`config.mk`:
```
export PLATFORM = sky130hd
export DESIGN_NAME = vga_timing_gen
export DESIGN_NICKNAME = d
export VERILOG_FILES = /design/src/rtl/vga_timing_gen.sv
export SDC_FILE = /design/constraint.sdc
export NUM_CORES = 1
export LEC_CHECK = 0
export CAP_MARGIN = 20
export CORE_ASPECT_RATIO = 2
export CORE_MARGIN = 2
export CORE_UTILIZATION = 62
export CTS_CLUSTER_DIAMETER = 50
export DETAILED_ROUTE_END_ITERATION = 6
export DONT_BUFFER_PORTS = 1
export GPL_TIMING_DRIVEN = 0
export PLACE_DENSITY = 0.78
export SLEW_MARGIN = 20
export SYNTH_ARGS = -nofsm -noshare
export SYNTH_HDL_FRONTEND = slang
export SYNTH_SLANG_ARGS = --single-unit
```
`constraint.sdc`:
```
create_clock -name vga_clk -period 2.6 [get_ports vga_clk]
set_clock_uncertainty 0.05 [all_clocks]
set_input_delay 0.52 -clock vga_clk [delete_from_list [all_inputs] [get_ports vga_clk]]
set_output_delay 0.52 -clock vga_clk [all_outputs]
set_load 0.01 [all_outputs]
```
`src/rtl/vga_timing_gen.sv`:
```
// vga_timing_gen: pixel-timing source for the display path.
//
// Produces the DrawX/DrawY/blank scan interface that the renderers consume,
// plus hs/vs for the VGA DAC. hs/vs pass through a SYNC_DELAY-deep delay line
// advanced by pix_en, so sync stays aligned with the renderers' registered
// colour outputs.
//
// Ports:
//   vga_clk      in   pixel-domain clock
//   reset_n      in   synchronous active-low reset (overrides pix_en)
//   pix_en       in   pixel advance qualifier (tie 1 for a 25 MHz vga_clk)
//   DrawX        out  horizontal counter, 0..H_TOTAL-1
//   DrawY        out  vertical counter, 0..V_TOTAL-1
//   blank        out  1 = DrawX/DrawY inside the active area
//   hs, vs       out  sync, lagging DrawX/DrawY by SYNC_DELAY enabled pixels
//   line_start   out  1 while DrawX == 0
//   frame_start  out  1 while DrawX == 0 and DrawY == 0
//
// All outputs come straight from flops.
module vga_timing_gen #(
  parameter int unsigned H_ACTIVE   = 640,
  parameter int unsigned H_FP       = 16,
  parameter int unsigned H_SYNC     = 96,
  parameter int unsigned H_BP       = 48,
  parameter int unsigned V_ACTIVE   = 480,
  parameter int unsigned V_FP       = 10,
  parameter int unsigned V_SYNC     = 2,
  parameter int unsigned V_BP       = 33,
  parameter bit          SYNC_POL   = 1'b0,
  parameter int unsigned SYNC_DELAY = 2
) (
  input  logic       vga_clk,
  input  logic       reset_n,
  input  logic       pix_en,
  output logic [9:0] DrawX,
  output logic [9:0] DrawY,
  output logic       blank,
  output logic       hs,
  output logic       vs,
  output logic       line_start,
  output logic       frame_start
);

  localparam int unsigned H_TOTAL = H_ACTIVE + H_FP + H_SYNC + H_BP;
  localparam int unsigned V_TOTAL = V_ACTIVE + V_FP + V_SYNC + V_BP;

  // Stage 0 of each pipe is the raw sync registered with the counters; the
  // remaining SYNC_DELAY stages form the delay line.
  localparam int unsigned PipeW = SYNC_DELAY + 1;
  typedef logic [PipeW-1:0] pipe_t;

  // Boundaries are kept 11 bits wide so a sync end equal to 1024 still compares
  // correctly against the 10-bit counters.
  localparam logic [9:0]  HLast      = 10'(H_TOTAL - 1);
  localparam logic [9:0]  VLast      = 10'(V_TOTAL - 1);
  localparam logic [10:0] HActEnd    = 11'(H_ACTIVE);
  localparam logic [10:0] VActEnd    = 11'(V_ACTIVE);
  localparam logic [10:0] HSyncStart = 11'(H_ACTIVE + H_FP);
  localparam logic [10:0] HSyncEnd   = 11'(H_ACTIVE + H_FP + H_SYNC);
  localparam logic [10:0] VSyncStart = 11'(V_ACTIVE + V_FP);
  localparam logic [10:0] VSyncEnd   = 11'(V_ACTIVE + V_FP + V_SYNC);

  localparam bit    SyncIdle = ~SYNC_POL;
  localparam pipe_t PipeIdle = {PipeW{SyncIdle}};

  if (H_TOTAL > 1024 || V_TOTAL > 1024) begin : gen_bad_total
    $error("vga_timing_gen: H_TOTAL and V_TOTAL must fit 10-bit counters");
  end
  if (SYNC_DELAY > 7) begin : gen_bad_delay
    $error("vga_timing_gen: SYNC_DELAY must be 0..7");
  end

  logic [9:0] x_q, x_d;
  logic [9:0] y_q, y_d;
  logic       blank_q, blank_d;
  logic       line_start_q, line_start_d;
  logic       frame_start_q, frame_start_d;
  pipe_t      hs_pipe_q, hs_pipe_d;
  pipe_t      vs_pipe_q, vs_pipe_d;

  logic [10:0] x_ext;
  logic [10:0] y_ext;
  logic        hs_raw;
  logic        vs_raw;

  // Next-state: counters advance and every flag/sync stage is reloaded only
  // on enabled pixels; otherwise everything holds.
  always_comb begin
    x_d           = x_q;
    y_d           = y_q;
    blank_d       = blank_q;
    line_start_d  = line_start_q;
    frame_start_d = frame_start_q;
    hs_pipe_d     = hs_pipe_q;
    vs_pipe_d     = vs_pipe_q;

    if (pix_en) begin
      if (x_q == HLast) begin
        x_d = '0;
        y_d = (y_q == VLast) ? '0 : y_q + 10'd1;
      end else begin
        x_d = x_q + 10'd1;
      end
    end

    // Flags and raw sync describe the counter values being loaded, so they
    // land in the same cycle as the DrawX/DrawY they refer to.
    x_ext  = {1'b0, x_d};
    y_ext  = {1'b0, y_d};
    hs_raw = (x_ext >= HSyncStart && x_ext < HSyncEnd) ? SYNC_POL : SyncIdle;
    vs_raw = (y_ext >= VSyncStart && y_ext < VSyncEnd) ? SYNC_POL : SyncIdle;

    if (pix_en) begin
      blank_d       = (x_ext < HActEnd) && (y_ext < VActEnd);
      line_start_d  = (x_d == 10'd0);
      frame_start_d = (x_d == 10'd0) && (y_d == 10'd0);
      // Shift in the new raw sample; the cast drops the oldest stage.
      hs_pipe_d     = pipe_t'({hs_pipe_q, hs_raw});
      vs_pipe_d     = pipe_t'({vs_pipe_q, vs_raw});
    end
  end

  // Reset parks the counters on the last pixel so the first enabled edge
  // lands on (0,0), and fills the whole delay line with the idle level so no
  // stale sync pulse can emerge after release.
  always_ff @(posedge vga_clk) begin
    if (!reset_n) begin
      x_q           <= HLast;
      y_q           <= VLast;
      blank_q       <= 1'b0;
      line_start_q  <= 1'b0;
      frame_start_q <= 1'b0;
      hs_pipe_q     <= PipeIdle;
      vs_pipe_q     <= PipeIdle;
    end else begin
      x_q           <= x_d;
      y_q           <= y_d;
      blank_q       <= blank_d;
      line_start_q  <= line_start_d;
      frame_start_q <= frame_start_d;
      hs_pipe_q     <= hs_pipe_d;
      vs_pipe_q     <= vs_pipe_d;
    end
  end

  assign DrawX       = x_q;
  assign DrawY       = y_q;
  assign blank       = blank_q;
  assign line_start  = line_start_q;
  assign frame_start = frame_start_q;
  assign hs          = hs_pipe_q[PipeW-1];
  assign vs          = vs_pipe_q[PipeW-1];

endmodule

```
==> flow_summary.rst <==
.. list-table::
   :header-rows: 1

   * - Metric
     - Value
   * - MaxCap Viol Count
     - 0
   * - CTS tree
     - yes
   * - FFs w/ async S/R, synth
     - 0
   * - DRC violation total after the first TritonRoute iteration
     - 67
   * - Worst min-delay path class
     - flop to flop
   * - Clock input transition at the sequential cells of the worst setup and hold paths
     - ~0.07 ns
   * - Final net count
     - 234
   * - Final hold slack
     - approximately 0.43 ns
   * - Via count of the first global-routing pass
     - 1844
   * - Largest area contributor in the netlist
     - dfxtp_1
   * - Tightest slew margin relative to the limit
     - 0.5478
   * - Clock buffers created by TritonCTS
     - 5
   * - Number of antenna violations at the first check in global routing
     - 0
   * - Post-DR vias/cell
     - around 6.7
   * - Final critical-path required period
     - 2.487 ns
   * - Tot Pwr
     - roughly 1.4 mW
   * - Final TNS setup
     - 0 ns
   * - Synth Cell Area
     - 1785 sq um
   * - Later-pin clock latency in the skew report
     - ~0.29 ns
   * - Sum of net half-perimeters after detailed placement
     - between 3000 and 4000 um
   * - Grt total ovfl
     - 0
   * - Post-cts hold buffer count
     - 0
   * - First-pass GRT wire length
     - ~8000 um
   * - Weighted congestion reported at the end of routability-driven placement
     - 0.9151
   * - Number of hold violations in the final report
     - 0
   * - Post-Synthesis Mean Instance Area
     - approximately 8 sq um
   * - Nature of the critical path endpoint
     - flop
   * - Number of enable-type register cells in the synthesized netlist
     - 0
   * - Leak pwr
     - between 0.7 and 0.8 nW
   * - Portion of synthesized cell area occupied by the leading cell type
     - 0.3252
   * - Number of standard-cell rows in the floorplan
     - 27
   * - Worst supply voltage drop on vdd
     - 605.8 uV
   * - ANT cells
     - 0
   * - Total routed wirelength
     - 4717 um
   * - Library cells used by synthesis
     - 56
   * - Final antenna-violating net count
     - 0
   * - Arrival @ worst endpoint
     - around 2.6 ns
   * - Peak Freq
     - about 400 MHz
   * - Max Buffers Root-to-Sink
     - 2
   * - Vias after detailed routing
     - 1720
   * - Storage element area
     - ~580 sq um
   * - Initial standard-cell utilization of the core
     - 0.6525
   * - Setup violators final
     - 0
   * - Maximum number of pins on one net before global-route repair
     - 11
   * - Sequential share of the synthesized area
     - 0.3252
   * - Fraction of layout cells with a size suffix above 1
     - 0.1004
   * - Total Die Area
     - approximately 3400 sq um
   * - Top FF cell, synth
     - dfxtp_1
   * - Critical Path Source Type
     - flop
   * - Dominant cells by area after synthesis
     - dfxtp_1 33%, nand2_1 4.8%, xnor2_1 3.9%
   * - Pins over their slew limit
     - 0
   * - Number of clock sinks seen by CTS
     - 29
   * - H-tree depth reported by CTS
     - 2
   * - Critical path required time
     - 2.70 ns
   * - PD cells
     - approximately 740 nW/um^2
   * - Pre-CTS setup slack
     - between 0.15 and 0.2 ns
   * - Die extent in x
     - approximately 42 um
   * - Height of the die
     - ~80 um
   * - IO Count
     - 28
   * - Post-Syn Nets
     - approximately 230
   * - Number of detailed-routing iterations run before antenna repair
     - 4
   * - Slew at the pin closest to its max-slew limit
     - 0.6732 ns
   * - Post-Syn Instances
     - roughly 220
   * - Setup Crit Path Kind
     - flop to flop
   * - DP Cell Count
     - between 200 and 300
   * - Final Instance Count excl. Fillers
     - roughly 260
   * - Area added between synthesis and finish
     - 9.320%
   * - Final WS setup
     - approximately 0.11 ns
   * - Total area of multi-input combinational cells
     - 1090 sq um
   * - Result of the run
     - finished, final reports clean
   * - Cell chosen for the clock root
     - clkbuf_8
   * - Flops & latches, synth
     - 29
   * - Port-buffer cells
     - 0
   * - Core ar.
     - about 2700 sq um
   * - CP max FO
     - 10
   * - Routed WL per cell
     - ~18 um
   * - GRT Total Usage
     - 0.3074
   * - RSZ-0062 raised after global routing
     - no
   * - Final critical-path share of the clock period
     - 0.9564
   * - Total number of yosys warnings
     - 0
   * - Fill cell instance count of the final layout
     - ~230
   * - DRC violation count after routing
     - 0
## state kept, by name, indices dropped and copies added, names as in the netlist
| register | count |
|---|---|
| DrawX | 10 |
| frame_start | 1 |
| DrawY | 10 |
| vs_pipe_q | 3 |
| line_start | 1 |
| blank | 1 |
| hs_pipe_q | 3 |
## final cells by class
cell class / count / area share
multi-input cells: 167 / 0.5583
flip-flops and latches: 29 / 0.2974
plain buffers: 17 / 0.04167
clock buffers: 5 / 0.03526
clock inverters: 3 / 0.03333
well taps: 29 / 0.01859
inverters: 8 / 0.01538
## per-layer routing
| metal | share of wire | routed length (um) | GRT usage |
|---|---|---|---|
| met1 | 0.35 | 1674 | 0.2859 |
| met2 | 0.57 | 2666 | 0.5813 |
| met3 | 0.044 | 209 | 0.05882 |
| met4 | 0.035 | 167 | 0.2000 |
| met5 | 0 | 0 | 0 |
## power breakdown
part | switching (mW) | internal (mW) | leakage (nW) | total [mW]
clock | 0.186 | 0.381 | 0.0681 | 0.567
sequential | 0.0552 | 0.472 | 0.236 | 0.527
combinational | 0.218 | 0.133 | 0.408 | 0.352
total | 0.459 | 0.986 | 0.712 | 1.45
## final timing paths
path | from | depth (start not counted) | slack (ns) | end
max | DrawX[1]$_SDFF_PN1_ | 7 | 0.11 | vs_pipe_q[0]$_SDFFE_PN1P_
min | vs_pipe_q[1]$_SDFFE_PN1P_ | 2 | 0.43 | vs_pipe_q[2]$_SDFFE_PN1P_
max reg2reg | DrawX[1]$_SDFF_PN1_ | 7 | 0.11 | vs_pipe_q[0]$_SDFFE_PN1P_
min reg2reg | vs_pipe_q[1]$_SDFFE_PN1P_ | 2 | 0.43 | vs_pipe_q[2]$_SDFFE_PN1P_
## metrics by stage
step | cell area, sq um | utilization
after floorplan | 1785 | -
after global placement | 1822 | 0.6658
after detailed placement | 1822 | 0.6658
after CTS | 1956 | 0.7147
after global routing | 1952 | 0.7133
final | 1952 | 0.7133
## Yosys cell counts, types with 2 or more instances
library cell,number
a311oi_1,2
nor2_1,18
nor4b_1,2
xor2_1,3
dfxtp_1,29
a31oi_1,3
o21ai_1,8
nor2b_1,2
inv_1,6
nor3_1,11
o21a_1,4
a22oi_1,2
or3_1,3
nand2_1,23
inv_2,2
nand3_1,8
o31ai_1,3
and4_1,3
a21oi_1,10
buf_2,5
a211oi_1,4
o21ai_0,4
ha_1,3
nand4_1,6
and3_1,2
and2_1,3
xnor2_1,8
mux2i_1,5
nor4_1,2
o211ai_1,2
clkbuf_1,11
## worst max-delay path, cell delays in order, from the launching register on
cell	delay (ns)
dfxtp_1	0.50
ha_1	0.44
nand4_4	0.21
clkbuf_1	0.28
nor2_1	0.26
nand2_1	0.12
a211oi_1	0.35
a31oi_1	0.14
## cell usage in the layout (no fill, tap or decap), types with 8 or more instances in the layout
cell and instances:
a21oi_1 10, nor3_1 11, o21ai_1 8, clkbuf_1 10, dfxtp_1 29, nand2_1 23
nand3_1 8, xnor2_1 8, nor2_1 18
## cell families (layout without fill, tap and decap cells)
family,count (synthesis),after routing,share of synthesized area
mux,5,5,0.02803
flops,29,29,0.3252
compound gates,56,56,0.2186
simple gates,92,92,0.2887
fa+ha+maj,3,3,0.02103
buf+inv,26,33,0.06447
xor+xnor,11,11,0.05396
## repair_timing
| action | 4_1_cts | 5_1_grt |
|---|---|---|
| setup endpoints to repair | 0 | 1 |
| buffers inserted | 0 | 0 |
| resized for setup | 0 | 0 |
Power figures use the tool's default switching activity.
